[config.mk]
export PLATFORM = sky130hd
export DESIGN_NAME = jt12_fnum_wr
export DESIGN_NICKNAME = d
export VERILOG_FILES = /design/src/rtl/jt12_fnum_pkg.sv /design/src/rtl/jt12_fnum_seq.sv /design/src/rtl/jt12_fnum_wr.sv
export SDC_FILE = /design/constraint.sdc
export NUM_CORES = 1
export LEC_CHECK = 0
export BUFFER_PORTS_ARGS = -buffer_cell sky130_fd_sc_hd__buf_2
export CAP_MARGIN = 10
export CORE_ASPECT_RATIO = 1.5
export CORE_MARGIN = 3
export CORE_UTILIZATION = 68
export CTS_BUF_LIST = sky130_fd_sc_hd__clkbuf_4
export DETAILED_ROUTE_END_ITERATION = 10
export GPL_TIMING_DRIVEN = 1
export PLACE_DENSITY_LB_ADDON = 0.08
export RECOVER_POWER = 50
export SLEW_MARGIN = 30
export SYNTH_ARGS = -nofsm -noshare
export SYNTH_HDL_FRONTEND = slang
export SYNTH_SLANG_ARGS = --single-unit
export TNS_END_PERCENT = 10
[constraint.sdc]
create_clock -name clk -period 2.6 [get_ports clk]
set_input_delay 0.13 -clock clk [delete_from_list [all_inputs] [get_ports clk]]
set_output_delay 0.13 -clock clk [all_outputs]
set_load 0.005 [all_outputs]
[src/rtl/jt12_fnum_pkg.sv]
// Shared constants and types for the channel frequency register writer.
// Register groups are matched on addr[7:2]; addr[1:0] selects the channel in the group.
package jt12_fnum_pkg;

  localparam logic [7:0] A_FNUM_LO = 8'hA0;
  localparam logic [7:0] A_FNUM_HI = 8'hA4;
  localparam logic [7:0] A_C3_LO   = 8'hA8;
  localparam logic [7:0] A_C3_HI   = 8'hAC;

  localparam int MAX_CH       = 6;
  localparam int SLOTS_PER_CH = 4;

  typedef struct packed {
    logic [2:0]  blk;
    logic [10:0] fn;
  } fnblk_t;

  // True when addr falls in the three-entry group starting at base (index 3 never decodes)
  function automatic logic addr_hit(input logic [7:0] addr, input logic [7:0] base);
    return (addr[7:2] == base[7:2]) && (addr[1:0] != 2'd3);
  endfunction

endpackage

[src/rtl/jt12_fnum_seq.sv]
// Slot sequencer: 5-bit slot counter in op-major order (slot = op*NUM_CH + ch),
// with the channel/operator indices tracked alongside so no divider is needed.
module jt12_fnum_seq
  import jt12_fnum_pkg::*;
#(
  parameter int NUM_CH = 6
) (
  input  logic       clk,
  input  logic       rst_n,
  input  logic       cen,
  output logic [2:0] ch,
  output logic [1:0] op,
  output logic       sync
);

  localparam logic [4:0] LAST_SLOT = 5'(SLOTS_PER_CH * NUM_CH - 1);
  localparam logic [2:0] LAST_CH   = 3'(NUM_CH - 1);

  logic [4:0] cnt;

  // Advance the slot counter and its ch/op decode together on each clock enable
  always_ff @(posedge clk or negedge rst_n) begin
    if (!rst_n) begin
      cnt <= '0;
      ch  <= '0;
      op  <= '0;
    end else if (cen) begin
      if (cnt == LAST_SLOT) begin
        cnt <= '0;
        ch  <= '0;
        op  <= '0;
      end else begin
        cnt <= cnt + 5'd1;
        if (ch == LAST_CH) begin
          ch <= '0;
          op <= op + 2'd1;
        end else begin
          ch <= ch + 3'd1;
        end
      end
    end
  end

  assign sync = (cnt == 5'd0);

endmodule

[src/rtl/jt12_fnum_wr.sv]
// Channel frequency register writer (0xA0-0xAE) with time-multiplexed replay.
// MSB writes load a latch, LSB writes commit {latch, data}; ch3 special-mode slots
// have their own latch. Optional debug readback port under JT12_FNUM_DBG_EN.
module jt12_fnum_wr
  import jt12_fnum_pkg::*;
#(
  parameter int NUM_CH = 6
) (
  input  logic        clk,
  input  logic        rst_n,
  input  logic        cen,
  input  logic        wr,
  input  logic        part,
  input  logic [7:0]  addr,
  input  logic [7:0]  din,
  input  logic        ch3_sp,
  output logic [2:0]  block,
  output logic [10:0] fnum,
  output logic [2:0]  slot_ch,
  output logic [1:0]  slot_op,
  output logic        sync
`ifdef JT12_FNUM_DBG_EN
  ,
  input  logic [3:0]  dbg_sel,
  output logic [13:0] dbg_out
`endif
);

  fnblk_t     ch_reg [MAX_CH];
  fnblk_t     c3x    [3];
  logic [5:0] lat_main;
  logic [5:0] lat_c3;

  logic       wr_ok;
  logic [2:0] chn;

  // A 3-channel build has no upper part, so its writes are dropped entirely
  assign wr_ok = wr && ((NUM_CH == MAX_CH) || !part);
  assign chn   = {1'b0, addr[1:0]} + (part ? 3'd3 : 3'd0);

  // Write capture runs on every clk; latches persist across commits
  always_ff @(posedge clk or negedge rst_n) begin
    if (!rst_n) begin
      lat_main <= '0;
      lat_c3   <= '0;
      for (int i = 0; i < MAX_CH; i++) ch_reg[i] <= '0;
      for (int i = 0; i < 3; i++) c3x[i] <= '0;
    end else if (wr_ok) begin
      if (addr_hit(addr, A_FNUM_HI)) lat_main <= din[5:0];
      if (addr_hit(addr, A_FNUM_LO)) ch_reg[chn] <= {lat_main, din};
      if (addr_hit(addr, A_C3_HI)) lat_c3 <= din[5:0];
      if (addr_hit(addr, A_C3_LO) && !part) c3x[addr[1:0]] <= {lat_c3, din};
    end
  end

  // ---- stage p0: slot counter and register lookup ----
  logic [2:0] cur_ch_p0;
  logic [1:0] cur_op_p0;
  logic       sync_p0;
  fnblk_t     look_p0;

  jt12_fnum_seq #(
    .NUM_CH (NUM_CH)
  ) u_seq (
    .clk   (clk),
    .rst_n (rst_n),
    .cen   (cen),
    .ch    (cur_ch_p0),
    .op    (cur_op_p0),
    .sync  (sync_p0)
  );

  // Select the stored value for the current slot; ch3 special mode overrides ops 0-2
  always_comb begin
    look_p0 = ch_reg[cur_ch_p0];
    if (ch3_sp && (cur_ch_p0 == 3'd2)) begin
      case (cur_op_p0)
        2'd0:    look_p0 = c3x[0];
        2'd1:    look_p0 = c3x[1];
        2'd2:    look_p0 = c3x[2];
        default: look_p0 = ch_reg[cur_ch_p0];
      endcase
    end
  end

  // ---- stage p1: registered outputs (a same-edge commit is seen next visit) ----
  // Register the looked-up value together with its slot tags
  always_ff @(posedge clk or negedge rst_n) begin
    if (!rst_n) begin
      block   <= '0;
      fnum    <= '0;
      slot_ch <= '0;
      slot_op <= '0;
      sync    <= 1'b0;
    end else if (cen) begin
      block   <= look_p0.blk;
      fnum    <= look_p0.fn;
      slot_ch <= cur_ch_p0;
      slot_op <= cur_op_p0;
      sync    <= sync_p0;
    end
  end

`ifdef JT12_FNUM_DBG_EN
  // Combinational readback: codes 0-5 channel registers, 8-10 ch3 special slots
  always_comb begin
    dbg_out = '0;
    if (dbg_sel < 4'd6)
      dbg_out = ch_reg[dbg_sel[2:0]];
    else if ((dbg_sel >= 4'd8) && (dbg_sel <= 4'd10))
      dbg_out = c3x[dbg_sel[1:0]];
  end
`endif

endmodule

==> results.py, run 1 <==
metrics = {
    "status": {
        "status": "finished clean",
    },
    "cts": {
        "cts_tree": "yes",
        "clkTransAtPathRegs_ns": 0.14,
        "cts.path.max_buffers": 2,
        "cts-resized-gates": 0,
        "holdBufCountCts": 8,
        "cts_buffers": 17,
        "clock_sinks": 168,
        "root_buffer": "clkbuf_4",
        "h-tree-depth": 4,
        "clock_latency_ns": 0.55,
        "cts_setup_buffers": 0,
    },
    "route": {
        "viasPerCell": 6.35,
        "routed_wl_microns": 16000,
        "drc": 0,
        "antenna_left": 0,
        "wire_per_inst_microns": 21.2,
        "drtPass1Iterations": 5,
        "drt_iter0_drc": 300,
        "routed-via-count": 4797,
    },
    "logic_synthesis": {
        "syn_inst": 559,
        "synth_nets": 589,
        "netlist_area_sq_um": 7630,
        "syn_avg_cell_area_sq_um": 13.7,
        "yosysUniqueCellTypes": 47,
        "synth-main-ff-cell": "dfrtp_1",
        "synth-seq-cells": 168,
        "synth_enable_flop_cells": 0,
        "synth_top_area_share_pct": 55.1,
        "synthTopCellsByArea": "dfrtp_1 55%, mux2_2 20%, mux2i_1 3.8%",
        "yosys_warnings": 0,
        "synth_area_leader_cell": "dfrtp_1",
        "synthArstFlopShare_pct": 100,
        "yosysSeqAreaShare_pct": 55.1,
    },
    "final_layout": {
        "n_antenna_cell": 0,
        "fin_nets": 630,
        "drive_gt1_share_pct": 38.7,
        "finalNonFillerCells": 756,
        "multiInputGateArea_sq_um": 3140,
        "largest_reg_flops": 84,
        "areaGrowthSynthToFinish_pct": 8.03,
        "fill_cells": 697,
        "regArea_sq_um": 4200,
    },
    "die": {
        "num_io_pins": 42,
        "initial_core_util_pct": 70.9,
        "die_w_microns": 92.5,
        "rows": 46,
        "die_y_microns": 136,
        "coreArea_sq_um": 10800,
        "die_area_sq_um": 12600,
    },
    "hold_path": {
        "hp-class": "in -> reg",
    },
    "power_and_ir_drop": {
        "sw_frac_of_total_pct": 32.9,
        "power_frac_comb_pct": 20.9,
        "power.share.clock_pct": 25.2,
        "cellPowerDensity_nw_per_um2": 665,
        "p_int_mw": 3.68,
        "peakVddDrop_mv": 0.361,
        "seqPwrFrac_pct": 53.9,
        "p_leak_nw": 3.99,
        "p_switching_mw": 1.80,
    },
    "setup_path": {
        "max_stage_delay_ns": 0.62,
        "crit_path_start_kind": "flop",
        "crit_buf_inv": 1,
        "cp.arrival_ns": 2.54,
        "worstSetupEndpointType": "flop",
        "cp_max_fo": 23,
        "crit_slowest_cell": "or4b_1",
        "critPathTopFamily": "simple AND/OR/NAND/NOR gates",
        "path_cells": "ha_1, or4b_1, buf_4, o21a_1, a21oi_1",
        "worstPathRequired_ns": 3.08,
        "critPathKind": "reg -> reg",
    },
    "place": {
        "hpwl_microns": 10400,
        "numPortBuffers": 41,
        "globalplace.congestion": 0.785,
        "dp_cells": 717,
    },
    "sta": {
        "drv_slew": 0,
        "fmax_mhz": 485,
        "fin_skew_ns": 0.0198,
        "tns_ns": 0,
        "tightestPinTransition_ns": 1.09,
        "timing.final.crit_share_pct": 79.2,
        "slew_headroom_pct": 27.0,
        "hold_violations": 0,
        "rsz0062_at_grt": "false",
        "finalSetupViolCount": 0,
        "min_period_ns": 2.06,
    },
    "global_route": {
        "grt_pass1_vias": 5003,
        "antenna_found_initial": 0,
        "overflow": 0,
        "grt_max_degree": 63,
        "track_usage_pct": 28.0,
        "grt_pass1_wl_microns": 26700,
    },
    "job": {
        "drv_cap": 0,
    },
}
## metal layers
| layer | track usage, % | share of wire [%] | vias up | routed length, microns |
|---|---|---|---|---|
| met2 | 48.1 | 53 | 131 | 8420 |
| met1 | 36.1 | 41 | 2472 | 6620 |
| met3 | 4.17 | 4.2 | 30 | 665 |
| met4 | 10.1 | 1.9 | 0 | 311 |
| met5 | 0 | 0 | - | 0 |
| li1 | - | - | 2164 | - |
## synth_stat cells (all sizes together), types with 2 or more instances
cell type	number
a21oi	13
a222oi	14
a32o	2
and3	3
and4b	2
buf	19
clkbuf	25
dfrtp	168
ha	7
inv	18
mux2	146
mux2i	29
nand2	10
nand2b	2
nand3	2
nand3b	2
nand4	4
nor2	14
nor2b	4
nor3	2
nor4b	2
o211ai	13
o21a	13
o21ai	6
o221ai	13
o2bb2ai	13
## power by group through the flow
| stage | sequential (mW) | combinational, mW | clock [mW] |
|---|---|---|---|
| after floorplan | 2.95 | 0.751 | 0 |
| after global placement | 2.99 | 1.11 | 0 |
| after detailed placement | 3.01 | 1.15 | 0 |
| after CTS | 2.96 | 1.16 | 1.42 |
| after global routing | 2.98 | 1.24 | 1.53 |
| final | 2.96 | 1.15 | 1.38 |
## per-stage QoR
stage	instance area [sq um]	power (mW)	util, %	setup slack, ns	hold slack [ns]
finish	8250	5.48	76.6	0.540	0.0579
CTS	8280	5.53	76.9	0.548	0.0392
floorplan	7630	3.70	-	0.483	-0.166
global route	8250	5.75	76.6	0.414	0.0516
global placement	7940	4.11	73.8	0.385	0.0775
detailed placement	7940	4.16	73.8	0.330	0.0852
## placed cells by master (no fill, tap or decap), types with 3 or more instances in the layout
| cell | Yosys | final |
|---|---|---|
| o221ai_1 | 13 | 13 |
| o211ai_1 | 13 | 13 |
| mux2_2 | 135 | 135 |
| and3_1 | 3 | 3 |
| mux2_4 | 10 | 10 |
| nand2_1 | 10 | 10 |
| clkbuf_4 | 0 | 18 |
| o2bb2ai_1 | 13 | 13 |
| dlygate4sd3_1 | 0 | 8 |
| nor2_1 | 14 | 14 |
| dfrtp_1 | 168 | 168 |
| inv_1 | 18 | 18 |
| a222oi_1 | 14 | 14 |
| mux2i_1 | 29 | 29 |
| nand4_1 | 4 | 4 |
| o21ai_0 | 6 | 6 |
| ha_1 | 7 | 7 |
| buf_4 | 2 | 13 |
| o21a_1 | 13 | 13 |
| buf_2 | 11 | 40 |
| clkinvlp_4 | 0 | 7 |
| inv_6 | 0 | 3 |
| clkbuf_2 | 0 | 3 |
| nor2b_1 | 4 | 4 |
| a21oi_1 | 13 | 13 |
## cell families (layout without fill, tap and decap cells)
kind of cell | after synthesis | count (layout) | share of synthesized area, %
fa+ha+maj | 8 | 8 | 1.41
xor+xnor | 1 | 1 | 0.115
buf+inv | 62 | 115 | 3.83
simple gates | 55 | 55 | 4.38
mux | 176 | 176 | 26.1
flops | 168 | 168 | 55.1
compound gates | 89 | 89 | 9.08
## path summary, 6_finish.rpt
check / start / end / slack (ns) / cells after the start
max in group asynchronous: rst_n / ch_reg[78] / 0.77 / 3
min in group asynchronous: rst_n / c3x[16] / 0.32 / 2
worst min register to register: block[1] / block[1] / 0.52 / 1
worst max-delay path: u_seq.op[0] / fnum[4] / 0.54 / 5
worst max register to register: u_seq.op[0] / fnum[4] / 0.54 / 5
worst min-delay path: din[0] / lat_c3[0] / 0.06 / 2
## cell type report
type	instances	area share, %
flip-flops and latches	168	51.0
inverters	18	0.819
multi-input cells	329	38.0
well taps	144	2.18
repair buffers	66	4.90
clock inverters	14	1.53
clock buffers	17	1.55
## worst reg2reg max path, delay by kind of cell (launching register included)
kind | cells | cell delay, ns
simple gates | 1 | 0.62
flops | 1 | 0.47
compound gates | 2 | 0.38
buf+inv | 1 | 0.29
fa+ha+maj | 1 | 0.24
No activity file was read; power rests on OpenSTA's default activity.
==> run 2, diff against run 1 <==
--- a/config.mk
+++ b/config.mk
@@ -5,11 +5,12 @@
 export SDC_FILE = /design/constraint.sdc
 export NUM_CORES = 1
 export LEC_CHECK = 0
+export ABC_AREA = 1
 export BUFFER_PORTS_ARGS = -buffer_cell sky130_fd_sc_hd__buf_2
 export CAP_MARGIN = 10
 export CORE_ASPECT_RATIO = 1.5
 export CORE_MARGIN = 3
-export CORE_UTILIZATION = 68
+export CORE_UTILIZATION = 58
 export CTS_BUF_LIST = sky130_fd_sc_hd__clkbuf_4
 export DETAILED_ROUTE_END_ITERATION = 10
 export GPL_TIMING_DRIVEN = 1
==> constraint.sdc (replaced) <==
create_clock -name clk -period 1.85 [get_ports clk]
set_input_delay 0.0925 -clock clk [delete_from_list [all_inputs] [get_ports clk]]
set_output_delay 0.0925 -clock clk [all_outputs]
set_load 0.005 [all_outputs]
==> run 2 against run 1 <==
Effect of this change:
- non-clock buffer count increased by 26
- sequential power increased by 44%
- synthesized cell count increased by 100%
- final cell count increased by 81%
- register-to-register slack got worse by 0.36 ns
- global-route usage about the same
- clock skew decreased by 0.0020 ns
- clock-buffer cell count increased by 1
==> results.py, run 2 <==
metrics = {
    "status": {
        "status": "finished clean",
    },
    "sta": {
        "timing.hold.ws_ns": 0.127,
        "min_period_ns": 1.67,
        "finalSetupViolCount": 0,
        "timing.final.crit_share_pct": 90.2,
        "slew_headroom_pct": 2.06,
        "rsz0062_at_grt": "false",
        "fin_skew_ns": 0.0178,
        "fmax_mhz": 599,
        "tightestPinTransition_ns": 1.47,
        "drv_slew": 0,
        "timing.final.ws_setup_ns": 0.182,
        "hold_violations": 0,
    },
    "logic_synthesis": {
        "synth_most_common_cell": "nand2_1",
        "yosys-top-cells-count": "510 x nand2_1, 168 x dfrtp_1, 113 x inv_1, 86 x nand4_1, 36 x nand3_1",
        "synth-main-ff-cell": "dfrtp_1",
        "synth_area_leader_cell": "dfrtp_1",
        "yosys_warnings": 0,
        "yosysSeqAreaShare_pct": 49.5,
        "yosysUniqueCellTypes": 29,
        "syn_avg_cell_area_sq_um": 7.58,
        "syn_inst": 1121,
        "synth-seq-cells": 168,
        "synth_top_area_share_pct": 49.5,
        "synthArstFlopShare_pct": 100,
        "netlist_area_sq_um": 8500,
        "synth_nets": 1151,
        "synthTopCellsByArea": "dfrtp_1 49%, nand2_1 23%, nand4_1 6.3%",
        "synth_enable_flop_cells": 0,
    },
    "die": {
        "die_w_microns": 105,
        "num_io_pins": 42,
        "coreArea_sq_um": 14200,
        "die_area_sq_um": 16200,
        "die_y_microns": 154,
        "rows": 53,
        "initial_core_util_pct": 59.9,
    },
    "route": {
        "drt-met1-wl_microns": 8880,
        "drc": 0,
        "routed-via-count": 7318,
        "drt_iter0_drc": 528,
        "wl_met3_microns": 937,
        "top_layer": "met4",
        "wl_met2_microns": 11100,
        "drtPass1Iterations": 6,
        "viasPerCell": 5.33,
        "wire_per_inst_microns": 15.8,
        "routed_wl_microns": 21700,
        "antenna_left": 0,
    },
    "global_route": {
        "grt_max_degree": 49,
        "grt_pass1_vias": 7049,
        "grt_pass1_wl_microns": 35900,
        "overflow": 0,
        "antenna_found_initial": 1,
        "track_usage_pct": 27.9,
    },
    "final_layout": {
        "drive_gt1_share_pct": 11.5,
        "finalNonFillerCells": 1372,
        "multiInputGateArea_sq_um": 3480,
        "fin_nets": 1197,
        "layout_common_cells": "510 x nand2_1, 168 x dfrtp_1, 114 x inv_1, 86 x nand4_1, 39 x buf_2",
        "fill_cells": 1367,
        "final_common_cell": "nand2_1",
        "regArea_sq_um": 4200,
        "areaGrowthSynthToFinish_pct": 9.32,
        "largest_reg_flops": 84,
    },
    "setup_path": {
        "worstSetupEndpointType": "flop",
        "cp.arrival_ns": 2.16,
        "worstPathRequired_ns": 2.34,
        "critPathKind": "reg -> reg",
        "cp_max_fo": 14,
        "crit_path_start_kind": "flop",
    },
    "hold_path": {
        "hp-class": "in -> reg",
    },
    "cts": {
        "cts-resized-gates": 0,
        "h-tree-depth": 4,
        "root_buffer": "clkbuf_4",
        "clock_sinks": 168,
        "clkTransAtPathRegs_ns": 0.14,
        "cts.path.max_buffers": 2,
        "cts_buffers": 17,
        "clock_latency_ns": 0.55,
        "cts_tree": "yes",
    },
    "place": {
        "dp_cells": 1329,
        "globalplace.congestion": 0.838,
        "hpwl_microns": 14600,
        "numPortBuffers": 41,
        "dp_slack_ns": -0.114,
    },
    "power_and_ir_drop": {
        "cellPowerDensity_nw_per_um2": 951,
        "power_mw": 8.83,
        "peakVddDrop_mv": 0.506,
        "p_leak_nw": 5.19,
    },
    "job": {
        "drv_cap": 0,
    },
}
## run 2: cell count changes after synthesis, moves of 14 or more
cell / delta
inv_1: +95
o21ai_1: +29
buf_2: +14
nand4_1: +82
o21ai_0: +15
mux2i_1: -29
nand3_1: +34
a222oi_1: -14
mux2_2: -135
nand2_1: +500
nor2_1: +14
## run 2: repair_timing
action / in CTS / in global routing
setup buffers: 0 / 0
hold buffers: 11 / 0
endpoints found under the hold margin: 231 / 0
## run 2: report_power, final
group	internal (mW)	switching, mW
Clock	0.692	1.31
Combinational	0.812	1.76
Sequential	4.01	0.248
Total	5.52	3.32
## run 2: worst paths after layout
check	start	to	slack, ns	cells past startpoint
setup / recovery	u_seq.op[0]	fnum[3]	0.18	8
hold / removal	wr	ch_reg[12]	0.13	6
setup reg to reg	u_seq.op[0]	fnum[3]	0.18	8
hold reg to reg	slot_ch[0]	slot_ch[0]	0.48	2
max in group asynchronous	rst_n	c3x[30]	0.42	3
min in group asynchronous	rst_n	lat_c3[3]	0.41	3
## run 2: per-stage QoR
| stage | instance area (sq um) | TNS [ns] | utilization, % |
|---|---|---|---|
| after floorplan | 8500 | 0 | - |
| after global placement | 8990 | -1.33 | 63.4 |
| after detailed placement | 8990 | -2.39 | 63.4 |
| after CTS | 9370 | 0 | 66.1 |
| after global routing | 9290 | 0 | 65.5 |
| final | 9290 | 0 | 65.5 |
## run 2: area by class of cell
cell class / instances / area share (%)
flip-flops and latches: 168 / 45.2
multi-input cells: 769 / 37.4
repair buffers: 92 / 7.11
inverters: 119 / 4.81
well taps: 192 / 2.59
clock buffers: 18 / 1.45
clock inverters: 13 / 1.33
diodes: 1 / 0.0269
## run 2: layer usage
| layer | vias to the layer above | track usage (%) |
|---|---|---|
| met4 | 0 | 10.9 |
| met3 | 48 | 3.09 |
| met5 | - | 0 |
| met2 | 218 | 49.3 |
| li1 | 3642 | - |
| met1 | 3410 | 35.2 |
## run 2: cells by family after synthesis
family,after synthesis,share of synthesized area (%)
and+or+nand+nor,677,34.4
buffers and inverters,184,9.38
DFF,168,49.5
AOI/OAI and AO/OA,84,5.55
adders and majority gates,8,1.27
## run 2: critical path: stages, from the launching register on
cell	delay (ns)
dfrtp_1	0.43
ha_1	0.21
nor2_1	0.14
nand2_1	0.34
nand2_1	0.16
inv_1	0.07
nand2_1	0.12
nand2_1	0.09
nand2_1	0.06
